===== src/rtl/pipe_stall_ctrl_pkg.sv =====
// Shared types and stall encodings for the pipeline stall controller.
// Stall vector bit order is {wb, mem, ex, id, if, pc}; a 1 stops that stage.
package pipe_stall_ctrl_pkg;

    typedef enum logic {
        MC_IDLE = 1'b0,
        MC_BUSY = 1'b1
    } mc_state_t;

    localparam logic [5:0] STALL_NONE    = 6'b000000;
    localparam logic [5:0] STALL_FROM_ID = 6'b000111;
    // ex_mem is stopped but mem_wb is not, so a bubble enters MEM.
    localparam logic [5:0] STALL_FROM_EX = 6'b001111;

endpackage


===== src/rtl/pipe_stall_ctrl_mc_hold_cnt.sv =====
// Multi-cycle EX hold sequencer: IDLE/BUSY FSM with a down-counter.
// An N-cycle op holds EX for N-1 cycles and signals done on cycle N.
module mc_hold_cnt
    import pipe_stall_ctrl_pkg::*;
#(
    parameter int MC_CNT_W = 6
) (
    input  logic                clk,
    input  logic                rst,
    input  logic                abort,
    input  logic                start,
    input  logic [MC_CNT_W-1:0] cycles,
    output logic                hold,
    output logic                done,
    output logic                busy
);

    mc_state_t           state_reg, state_next;
    logic [MC_CNT_W-1:0] cnt_reg, cnt_next;

    always_ff @(posedge clk) begin
        if (rst) begin
            state_reg <= MC_IDLE;
            cnt_reg   <= '0;
        end else begin
            state_reg <= state_next;
            cnt_reg   <= cnt_next;
        end
    end

    // cnt is only ever loaded with N-1 >= 1 and leaves BUSY at 1, so it cannot wrap.
    always_comb begin
        state_next = state_reg;
        cnt_next   = cnt_reg;
        if (abort) begin
            state_next = MC_IDLE;
            cnt_next   = '0;
        end else begin
            case (state_reg)
                MC_IDLE: begin
                    if (start && (cycles >= MC_CNT_W'(2))) begin
                        state_next = MC_BUSY;
                        cnt_next   = cycles - MC_CNT_W'(1);
                    end
                end
                MC_BUSY: begin
                    if (cnt_reg > MC_CNT_W'(1)) begin
                        cnt_next = cnt_reg - MC_CNT_W'(1);
                    end else begin
                        state_next = MC_IDLE;
                        cnt_next   = '0;
                    end
                end
                default: begin
                    state_next = MC_IDLE;
                    cnt_next   = '0;
                end
            endcase
        end
    end

    always_comb begin
        hold = 1'b0;
        done = 1'b0;
        busy = 1'b0;
        case (state_reg)
            MC_IDLE: begin
                if (start) begin
                    if (cycles <= MC_CNT_W'(1)) done = 1'b1;
                    else                        hold = 1'b1;
                end
            end
            MC_BUSY: begin
                busy = 1'b1;
                if (cnt_reg > MC_CNT_W'(1)) hold = 1'b1;
                else                        done = 1'b1;
            end
            default: ;
        endcase
    end

endmodule


===== src/rtl/pipe_stall_ctrl.sv =====
// Pipeline sequencer: merges ID/EX stall requests with MEM flushes into the stall vector.
// Optional counters perf_stall_cycles/perf_flush_cnt are built when PIPE_STALL_PERF_EN is defined.
module pipe_stall_ctrl
    import pipe_stall_ctrl_pkg::*;
#(
    parameter int MC_CNT_W = 6,
    parameter int PC_W     = 32
) (
    input  logic                clk,
    input  logic                rst,
    input  logic                stallreq_id,
    input  logic                ex_mc_start,
    input  logic [MC_CNT_W-1:0] ex_mc_cycles,
    input  logic                flush_req,
    input  logic [PC_W-1:0]     flush_pc,
    output logic [5:0]          stall,
    output logic                ex_mc_done,
    output logic                mc_busy,
    output logic                flush,
    output logic [PC_W-1:0]     new_pc
`ifdef PIPE_STALL_PERF_EN
    ,
    output logic [31:0]         perf_stall_cycles,
    output logic [31:0]         perf_flush_cnt
`endif
);

    logic            flush_reg;
    logic [PC_W-1:0] new_pc_reg;
    logic            live;
    logic            mc_start;
    logic            mc_hold;
    logic            mc_done;
    logic            mc_busy_int;

    // The flushing cycle squashes everything: no stall, no done, no new op.
    assign live     = ~rst & ~flush_reg;
    assign mc_start = ex_mc_start & live;

    mc_hold_cnt #(
        .MC_CNT_W (MC_CNT_W)
    ) u_mc_hold_cnt (
        .clk    (clk),
        .rst    (rst),
        .abort  (flush_req),
        .start  (mc_start),
        .cycles (ex_mc_cycles),
        .hold   (mc_hold),
        .done   (mc_done),
        .busy   (mc_busy_int)
    );

    always_comb begin
        stall = STALL_NONE;
        if (live) begin
            if (mc_hold)          stall = STALL_FROM_EX;
            else if (stallreq_id) stall = STALL_FROM_ID;
        end
    end

    assign ex_mc_done = mc_done & live;
    assign mc_busy    = mc_busy_int & ~rst;
    assign flush      = flush_reg;
    assign new_pc     = new_pc_reg;

    always_ff @(posedge clk) begin
        if (rst) begin
            flush_reg  <= 1'b0;
            new_pc_reg <= '0;
        end else begin
            flush_reg <= flush_req;
            if (flush_req) new_pc_reg <= flush_pc;
        end
    end

`ifdef PIPE_STALL_PERF_EN
    logic [31:0] perf_stall_reg;
    logic [31:0] perf_flush_reg;

    // Flush counter bumps on the edge where flush goes 0 -> 1.
    always_ff @(posedge clk) begin
        if (rst) begin
            perf_stall_reg <= '0;
            perf_flush_reg <= '0;
        end else begin
            if ((stall != STALL_NONE) && (perf_stall_reg != 32'hFFFF_FFFF))
                perf_stall_reg <= perf_stall_reg + 32'd1;
            if (flush_req && !flush_reg && (perf_flush_reg != 32'hFFFF_FFFF))
                perf_flush_reg <= perf_flush_reg + 32'd1;
        end
    end

    assign perf_stall_cycles = perf_stall_reg;
    assign perf_flush_cnt    = perf_flush_reg;
`else
    // Performance counters are not built in this configuration.
`endif

endmodule


===== config.mk =====
export PLATFORM = sky130hd
export DESIGN_NAME = pipe_stall_ctrl
export DESIGN_NICKNAME = d
export VERILOG_FILES = /design/src/rtl/pipe_stall_ctrl_pkg.sv /design/src/rtl/pipe_stall_ctrl_mc_hold_cnt.sv /design/src/rtl/pipe_stall_ctrl.sv
export SDC_FILE = /design/constraint.sdc
export NUM_CORES = 1
export LEC_CHECK = 0
export CAP_MARGIN = 20
export CORE_ASPECT_RATIO = 2
export CORE_MARGIN = 1
export CORE_UTILIZATION = 51
export CTS_CLUSTER_DIAMETER = 150
export CTS_CLUSTER_SIZE = 20
export DETAILED_ROUTE_END_ITERATION = 16
export DONT_BUFFER_PORTS = 1
export PLACE_DENSITY = 0.72
export SLEW_MARGIN = 5
export SYNTH_ARGS = -nofsm -noshare
export SYNTH_HDL_FRONTEND = slang
export SYNTH_HIERARCHICAL = 1
export SYNTH_SLANG_ARGS = --single-unit

===== constraint.sdc =====
create_clock -name clk -period 2.5 [get_ports clk]
set_input_delay 0.5 -clock clk [delete_from_list [all_inputs] [get_ports clk]]
set_output_delay 0.5 -clock clk [all_outputs]
set_load 0.03 [all_outputs]

# Word level (Yosys, flattened, before mapping)
# Cells that the tools add are included.
# word_totals
ff_bits	40
latchBits	0
mem_bits_rw	0
rom_bits	0
input_bits	43
word_cells	36
memories	0
# op_classes
add_sub_neg	2
multipliers	0
div	0
order_cmp	3
eq_ne	1
shifts	0
mux	17
n_bitwise	7
n_reduce_logical	2
# ops
op	count
two-way mux 6 bit	2
one-hot mux 6 bit (2 select lines)	1
subtractor 6 x 1 -> 6 bit, second input constant	2
two-way mux 1 bit	8
two-way mux 4 bit	2
>= comparator 6 x 2 -> 1 bit, second input constant	1
> comparator 6 x 1 -> 1 bit, second input constant	1
less-or-equal comparator 6 x 1 -> 1 bit, second input constant	1
one-hot mux 1 bit (2 select lines)	3
bitwise AND 1 bit	4
two-way mux 3 bit	1
NOT 1 bit	3
inequality test 2 x 1 -> 1 bit, second input constant	1
OR reduction 2 bit	1
logical AND 1 bit	1

# Longest topological paths before layout
# Gate-level depths: netlist of run 1.
# depth
ltp_word	7
depth_mapped	7
depth_no_buf	7

# Cells and area by module
# Netlist of run 1, hierarchy kept.
# modules_own_cells
module	instances	cells_per_inst	area_each_um2	seq_area_each_um2
pipe_stall_ctrl	1	117	1268.7	660.6
mc_hold_cnt	1	71	594.3	140.1

# Least setup slack after synthesis of run 1
# OpenSTA, ideal clock, no wires.
# synth_path
path_type	reg2out
from	reg u_mc_hold_cnt.cnt_reg[2]
to	out stall[1]
arrival_time_ns	1.834
required_ns	2.000
setup_slack_ns	0.166
stages_incl_launch_ff	6
n_path_buf	1
path_cell_list	dfxtp_1 -> or3_4 -> o31ai_1 -> o21ai_0 -> o21a_1 -> buf_4
# synth_via
elab_chain_len	5
# synth_lines
element	line	source
from (decl)	pipe_stall_ctrl_mc_hold_cnt.sv:19	logic [MC_CNT_W-1:0] cnt_reg, cnt_next;
from (signal assigned)	pipe_stall_ctrl_mc_hold_cnt.sv:27	cnt_reg <= cnt_next;
> comparator 6 x 1 -> 1 bit	pipe_stall_ctrl_mc_hold_cnt.sv:75	if (cnt_reg > MC_CNT_W'(1)) hold = 1'b1;
two-way mux 1 bit	pipe_stall_ctrl_mc_hold_cnt.sv:75	
one-hot mux 1 bit (2 select lines)	pipe_stall_ctrl_mc_hold_cnt.sv:66	case (state_reg)
named net mc_hold	pipe_stall_ctrl.sv:32	logic mc_hold;
two-way mux 4 bit	pipe_stall_ctrl.sv:56	if (mc_hold) stall = STALL_FROM_EX;
two-way mux 4 bit	pipe_stall_ctrl.sv:55	if (live) begin
to (decl)	pipe_stall_ctrl.sv:16	output logic [5:0] stall,
# The timed path passes the listed nets, and every way through them passes these cells.

# Final worst setup path of run 1
# layout_path
from	reg u_mc_hold_cnt.cnt_reg[0]
to	out stall[1]
# The elaborated chain is that of the path after synthesis.

==> summary.txt, run 1 <==
Critical path
  • Worst-case reg-to-reg path depth: 4
  • Critical path class: flip-flop to output port
  • RR Endpoint: u_mc_hold_cnt/cnt_reg[5]
  • CP Capture Point: stall[1]
  • R2R Setup Slk: 0.68 ns
  • Critical path data arrival time: 1.86 ns
  • Reg2Reg Launch Point: u_mc_hold_cnt/state_reg
  • CP Launch Point: u_mc_hold_cnt/cnt_reg[0]
  • Crit-path max FO: 7
  • Worst setup EP type: output port
  • Startpoint types: flip-flop
  • Required @ worst endpoint: 2.00 ns

Place
  • Routability cong.: 0.8280
  • PortBufs: 0
  • Detailed placer's ending HPWL: 2961 um
  • Worst slack, placed: 0.3148 ns

Floorplan
  • Die area: 3913 sq um
  • # IOs: 84
  • Core ar.: 3453 sq um
  • Die width: 44.74 um
  • DIE HEIGHT: 87.48 um
  • Initial Util: 0.5395
  • Row cnt: 30

Power
  • Pwr dens: 683.0 nW/um^2
  • Sw Share: 0.2741
  • P_int: 959.1 uW
  • Clock share of power: 0.327
  • P_leak: 0.8223 nW
  • Flop pwr share: 0.576
  • Combinational share of power: 0.097
  • Sw Pwr: 362.1 uW
  • Max IR drop VDD: 0.4258 mV

Layout
  • Ant. Diodes: 0
  • Layout cells sized above 1: 0.09140
  • Area growth, synth to finish: 3.828%
  • Largest register FFs: 32
  • Fillers: 331
  • Nets: 233

Logic synthesis
  • Dominant cells by area after synthesis: dfxtp_1 (43%), mux2i_1 (17%), nor2_1 (7.5%)
  • Synth warn: 6
  • Yosys top cell by area: dfxtp_1
  • Synth top area share: 0.4298
  • Syn Std Cell Area: 1863 sq um
  • Register area share after synthesis: 0.4298
  • Distinct cells, synth: 40
  • Flop and latch count out of synthesis: 40
  • Cells after synthesis: 188
  • Mean post-synth cell area: 9.910 sq um

Drt
  • Initial DRC count: 26
  • Vias per inst: 5.880
  • DRT Pass-1 Iters: 4
  • Vias: 1376
  • Antenna-violating nets left: 0
  • WL final: 3789 um
  • Routed WL per cell: 16.19 um
  • Drc violations: 0

Timing
  • Worst Slack Setup Final: 0.1448 ns
  • Max Freq: 0.4246 GHz
  • Min Tclk post-route: 2.355 ns
  • Max_slew headroom: 0.6017
  • Final Max Slew Viols: 0
  • Total negative slack: 0 ns
  • Final setup viols: 0
  • Hold Fails Final Rpt: 0
  • Worst-margin pin slew: 0.5963 ns
  • Crit share post-route: 0.9421
  • Unrepaired setup endpoints after global routing: false
  • Clock Skew: 0.0008391 ns

GRT
  • Initial antenna violation count: 0
  • Total congestion overflow: 0
  • Vias in the first global route: 1247
  • First-pass GRT wire length: 5658 um
  • Largest net degree at the start of global routing: 37
  • Overall Global Routing Usage: 0.1938

Run
  • Max_cap viols: 0

Min path
  • Hold crit path type: input pin to flip-flop
  • Hold path depth: 1

Clocking
  • CTS root buffer: clkbuf_8
  • TritonCTS clock tree: built
  • Setup Buffers After CTS: 0
  • Clock sink count: 40
  • CTS-repair resized insts: 0
  • Clock Path Buffers: 2
  • TritonCTS buffer count: 5
  • Htree depth: 2
  • Clock latency on the worst-skew pair: 0.28 ns
  • Worst-path clk slew: 0.07 ns
  • CTS hold repair buffers: 0

Status
  • Status: completed
==> worst max-delay path, cell delays in order (launching register included) <==
cell	delay, ns
dfxtp_1	0.45
inv_1	0.08
ha_1	0.26
nor2_1	0.20
o31ai_2	0.10
o21ai_1	0.12
o21a_1	0.19
buf_12	0.17
==> kinds of logic after synthesis <==
| kind of cell | Yosys count | synth area share |
|---|---|---|
| muxes | 32 | 0.1719 |
| xor gates and xnor gates | 2 | 0.009404 |
| buffers and inverters | 18 | 0.07723 |
| and+or+nand+nor | 64 | 0.1746 |
| DFF | 40 | 0.4298 |
| other | 1 | 0.002013 |
| adders and majority gates | 5 | 0.03358 |
| AOI/OAI and AO/OA | 26 | 0.1014 |
==> power groups by stage <==
stage | clock, mW | combinational [mW] | sequential, mW
6_report | 0.432 | 0.128 | 0.761
5_1_grt | 0.477 | 0.141 | 0.764
4_1_cts | 0.444 | 0.127 | 0.761
3_5_place_dp | 0 | 0.127 | 0.776
3_3_place_gp | 0 | 0.120 | 0.774
2_1_floorplan | 0 | 0.140 | 0.767
==> area by class of cell <==
type / instances / area, sq um / share of cell area
clock buffers: 7 / 86.33 / 0.04463
clock inverters: 1 / 7.507 / 0.003881
inverters: 5 / 18.77 / 0.009702
multi-input cells: 131 / 933.4 / 0.4825
flip-flops and latches: 40 / 800.8 / 0.4140
well taps: 48 / 60.06 / 0.03105
repair buffers: 2 / 27.53 / 0.01423
==> worst min-delay path by stage <==
stage,from,end
after floorplan,u_mc_hold_cnt/cnt_reg[4],u_mc_hold_cnt/cnt_reg[4]
after global placement,u_mc_hold_cnt/cnt_reg[4],u_mc_hold_cnt/cnt_reg[4]
after detailed placement,u_mc_hold_cnt/cnt_reg[4],u_mc_hold_cnt/cnt_reg[4]
after CTS,rst,flush
after global routing,rst,new_pc[7]
final,rst,new_pc[13]
==> synthesized netlist by cell type (all sizes together) <==
library cell and n:
buf 12, clkbuf 1, a21o 1, nor4b 1
o31a 2, nor3b 3, nand3b 2, mux2i 32
nor3 2, nand2 4, xor2 1, nor2 37
dfxtp 40, and3 2, a21oi 4, xnor2 1
conb 1, o21ai 5, a32o 1, and2 4
o22a 2, o22ai 3, inv 5, o41ai 1
or4 3, o31ai 3, ha 5, nor2b 2
o311ai 2, a2bb2oi 1, nand3 1, o21a 1
or3 3
==> placed cells by master, fill, tap and decap left out, types with 2 or more instances in the layout <==
cell	synthesis	routed
or4_4	2	2
nor3b_1	3	3
o31ai_1	3	2
nand3b_1	2	2
o22ai_1	3	3
inv_1	5	5
o22a_1	2	2
conb_1	1	2
o21ai_1	1	2
o31a_1	2	2
clkbuf_8	0	6
or3_1	2	2
and3_1	2	2
mux2i_1	32	32
and2_1	4	3
nand2_1	4	4
a21oi_1	4	4
o21ai_0	4	3
ha_1	5	5
nor2_1	37	37
nor2b_1	2	2
dfxtp_1	40	40
==> metal layers <==
layer / global-route usage / vias up / share of wire
li1: - / 644 / -
met1: 0.1813 / 652 / 0.34
met2: 0.3463 / 65 / 0.55
met3: 0.06432 / 15 / 0.065
met4: 0.1129 / 0 / 0.045
met5: 0 / - / 0
==> metrics by stage <==
step | cells | hold WS (ns) | power (mW) | area [sq um] | util
2_1_floorplan | 189 | 0.4703 | 0.9069 | 1867 | -
3_3_place_gp | 226 | 0.4906 | 0.8943 | 1829 | 0.5297
3_5_place_dp | 226 | 0.5122 | 0.9027 | 1829 | 0.5297
4_1_cts | 234 | 0.2742 | 1.331 | 1923 | 0.5569
5_1_grt | 234 | 0.2641 | 1.382 | 1934 | 0.5601
6_report | 234 | 0.2853 | 1.321 | 1934 | 0.5601
Note: power is estimated with default switching activity, not from simulation.
==> run 2, diff against run 1 <==
--- a/config.mk
+++ b/config.mk
@@ -15,2 +15,3 @@
 export DONT_BUFFER_PORTS = 1
+export GPL_ROUTABILITY_DRIVEN = 1
 export PLACE_DENSITY = 0.72
==> constraint.sdc (replaced) <==
create_clock -name clk -period 2.5 [get_ports clk]
set_input_delay 0.75 -clock clk [delete_from_list [all_inputs] [get_ports clk]]
set_output_delay 0.75 -clock clk [all_outputs]
set_load 0.03 [all_outputs]
==> run 2 against run 1 <==
Effect of this change: the flow now finishes with violations (negative setup slack); combinational power rose by 12%; sequential share of layout area fell by 2.2 points; via count fell by 1.7%; non-clock buffer count rose by 6; final cell count rose by 2.6%; setup slack got worse by 0.26 ns; worst hold slack improved by 0.24 ns; sequential power barely moved; sequential cell count did not move; largest cell class unchanged.
==> summary.txt, run 2 (synthesis results as in run 1) <==
Drt
  • Antenna-violating nets left: 0 (unchanged)
  • WL final: 3821 um (+0.84%)
  • Vias per inst: 5.633 (-4.2%)
  • Routed WL per cell: 15.92 um (-1.7%)
  • Drc violations: 0 (unchanged)
  • Vias: 1352 (-1.7%)
  • Initial DRC count: 17 (-35%)
  • DRT Pass-1 Iters: 4 (unchanged)

Floorplan
  • Die area: 3913 sq um (unchanged)
  • DIE HEIGHT: 87.48 um (unchanged)
  • Die width: 44.74 um (unchanged)
  • Core ar.: 3453 sq um (unchanged)
  • Initial Util: 0.5395 (unchanged)
  • Row cnt: 30 (unchanged)
  • # IOs: 84 (unchanged)

Timing
  • Final Max Slew Viols: 0 (unchanged)
  • Crit share post-route: 1.047 (+0.1052)
  • Final hold slack: 0.5208 ns (+0.2355 ns)
  • Unrepaired setup endpoints after global routing: true
  • Hold Fails Final Rpt: 0 (unchanged)
  • Final setup viols: 4 (+4)
  • Max Freq: 0.3819 GHz (-10%)
  • Min Tclk post-route: 2.618 ns (+0.2631 ns)
  • Worst Slack Setup Final: -0.1183 ns (-0.2631 ns)
  • Worst-margin pin slew: 0.5993 ns (+0.003047 ns)
  • Max_slew headroom: 0.5990 (-0.002689)
  • Clock Skew: 0.004797 ns (+0.003958 ns)

Power
  • Combinational share of power: 0.098 (about the same)
  • Sw Pwr: 384.5 uW (+6.2%)
  • P_leak: 0.8764 nW (+6.6%)
  • Sw Share: 0.2645 (-0.009573)
  • Flop pwr share: 0.522 (-0.054)
  • P_int: 1.069 mW (+11%)
  • Pwr dens: 710.2 nW/um^2 (+4.0%)
  • Max IR drop VDD: 0.4662 mV (+9.5%)
  • Clock share of power: 0.380 (+0.053)
  • Tot Pwr: 1.454 mW (+10%)

Layout
  • Most common cell after layout, fill and taps aside: dfxtp_1
  • Final Util: 0.5928 (+0.03261)
  • Design area: 2047 sq um (+5.8%)
  • Area growth, synth to finish: 9.872%
  • Nets: 239 (+2.6%)
  • Largest register FFs: 32 (unchanged)
  • Layout cells sized above 1: 0.1771 (+0.08569)
  • Fillers: 333 (+0.60%)
  • Most frequent cells in the layout: dfxtp_1 (39), nor2_1 (34), mux2i_1 (32)
  • Ant. Diodes: 0 (unchanged)

Critical path
  • Worst setup EP type: output port
  • Critical path data arrival time: 1.87 ns (about the same)
  • Crit-path max FO: 4 (-3)
  • Critical path class: input pin to output port
  • Startpoint types: input pin
  • Required @ worst endpoint: 1.75 ns (-0.25 ns)

Place
  • Routability cong.: 0.8953 (+8.1%)
  • PortBufs: 0 (unchanged)
  • Placed Area: 1872 sq um (+2.3%)
  • Detailed placer's ending HPWL: 2862 um (-3.4%)

Min path
  • Hold crit path type: flip-flop to flip-flop

Clocking
  • Clock latency on the worst-skew pair: 0.29 ns (about the same)
  • CTS root buffer: clkbuf_8
  • TritonCTS clock tree: built
  • TritonCTS buffer count: 5 (unchanged)
  • Clock Path Buffers: 2 (unchanged)
  • Clock sink count: 40 (unchanged)
  • Worst-path clk slew: 0.08 ns (about the same)
  • Htree depth: 2 (unchanged)

Status
  • Status: complete, but fails checks
  • Failing checks: negative setup slack

Run
  • Max_cap viols: 0 (unchanged)

GRT
  • Total congestion overflow: 0 (unchanged)
  • Overall Global Routing Usage: 0.1946 (+0.0007430)
  • Initial antenna violation count: 0 (unchanged)
  • Largest net degree at the start of global routing: 37 (unchanged)
  • First-pass GRT wire length: 5630 um (-0.49%)
  • Vias in the first global route: 1331 (+6.7%)
## run 2: power by group through the flow
stage / Sequential, mW / Clock, mW / Combinational, mW
finish: 0.759 / 0.552 / 0.143
global route: 0.762 / 0.594 / 0.156
CTS: 0.759 / 0.562 / 0.137
detailed placement: 0.773 / 0 / 0.135
global placement: 0.772 / 0 / 0.129
floorplan: 0.767 / 0 / 0.143
## run 2: metrics by stage
| step | setup WS (ns) | TNS (ns) | instances |
|---|---|---|---|
| after floorplan | -0.1758 | -0.3695 | 189 |
| after global placement | -0.1445 | -0.5310 | 231 |
| after detailed placement | -0.1601 | -0.6116 | 231 |
| after CTS | -0.1539 | -0.5888 | 239 |
| after global routing | -0.1425 | -0.5625 | 240 |
| final | -0.1183 | -0.4237 | 240 |
## run 2: worst max-delay path: stages
cell     delay [ns]
or4_4          0.57
nor2_4         0.10
o21ai_2        0.06
o21a_2         0.22
buf_12         0.16
## run 2: routing by layer
layer,wire [um],global-route usage,part of all wire
met3,238,0.05602,0.062
met4,107,0.1129,0.028
met2,2088,0.3449,0.55
met1,1388,0.1902,0.36
met5,0,0,0
## run 2: timing repair
action | 4_1_cts | 5_1_grt
hold buffers | 0 | 0
buffers inserted | 0 | 1
endpoints found under the setup margin | 5 | 5
pin swaps | 0 | 3
cloned | 0 | 0
gates resized for setup | 2 | 10
## run 2: final cells by class
cell class,count,area (sq um),area share
inverters,5,18.77,0.009169
multi-input cells,131,972.2,0.4749
repair buffers,8,72.57,0.03545
clock buffers,6,82.58,0.04034
clock inverters,2,38.79,0.01895
flip-flops and latches,40,802.0,0.3918
well taps,48,60.06,0.02934
## run 2: path summary, 6_finish.rpt
kind	from	end	slack, ns	cells past startpoint
max	ex_mc_cycles[4]	stall[2]	-0.12	5
min	u_mc_hold_cnt/cnt_reg[4]	u_mc_hold_cnt/cnt_reg[4]	0.52	1
max reg2reg	u_mc_hold_cnt/state_reg	u_mc_hold_cnt/cnt_reg[5]	0.60	4
min reg2reg	u_mc_hold_cnt/cnt_reg[4]	u_mc_hold_cnt/cnt_reg[4]	0.52	1
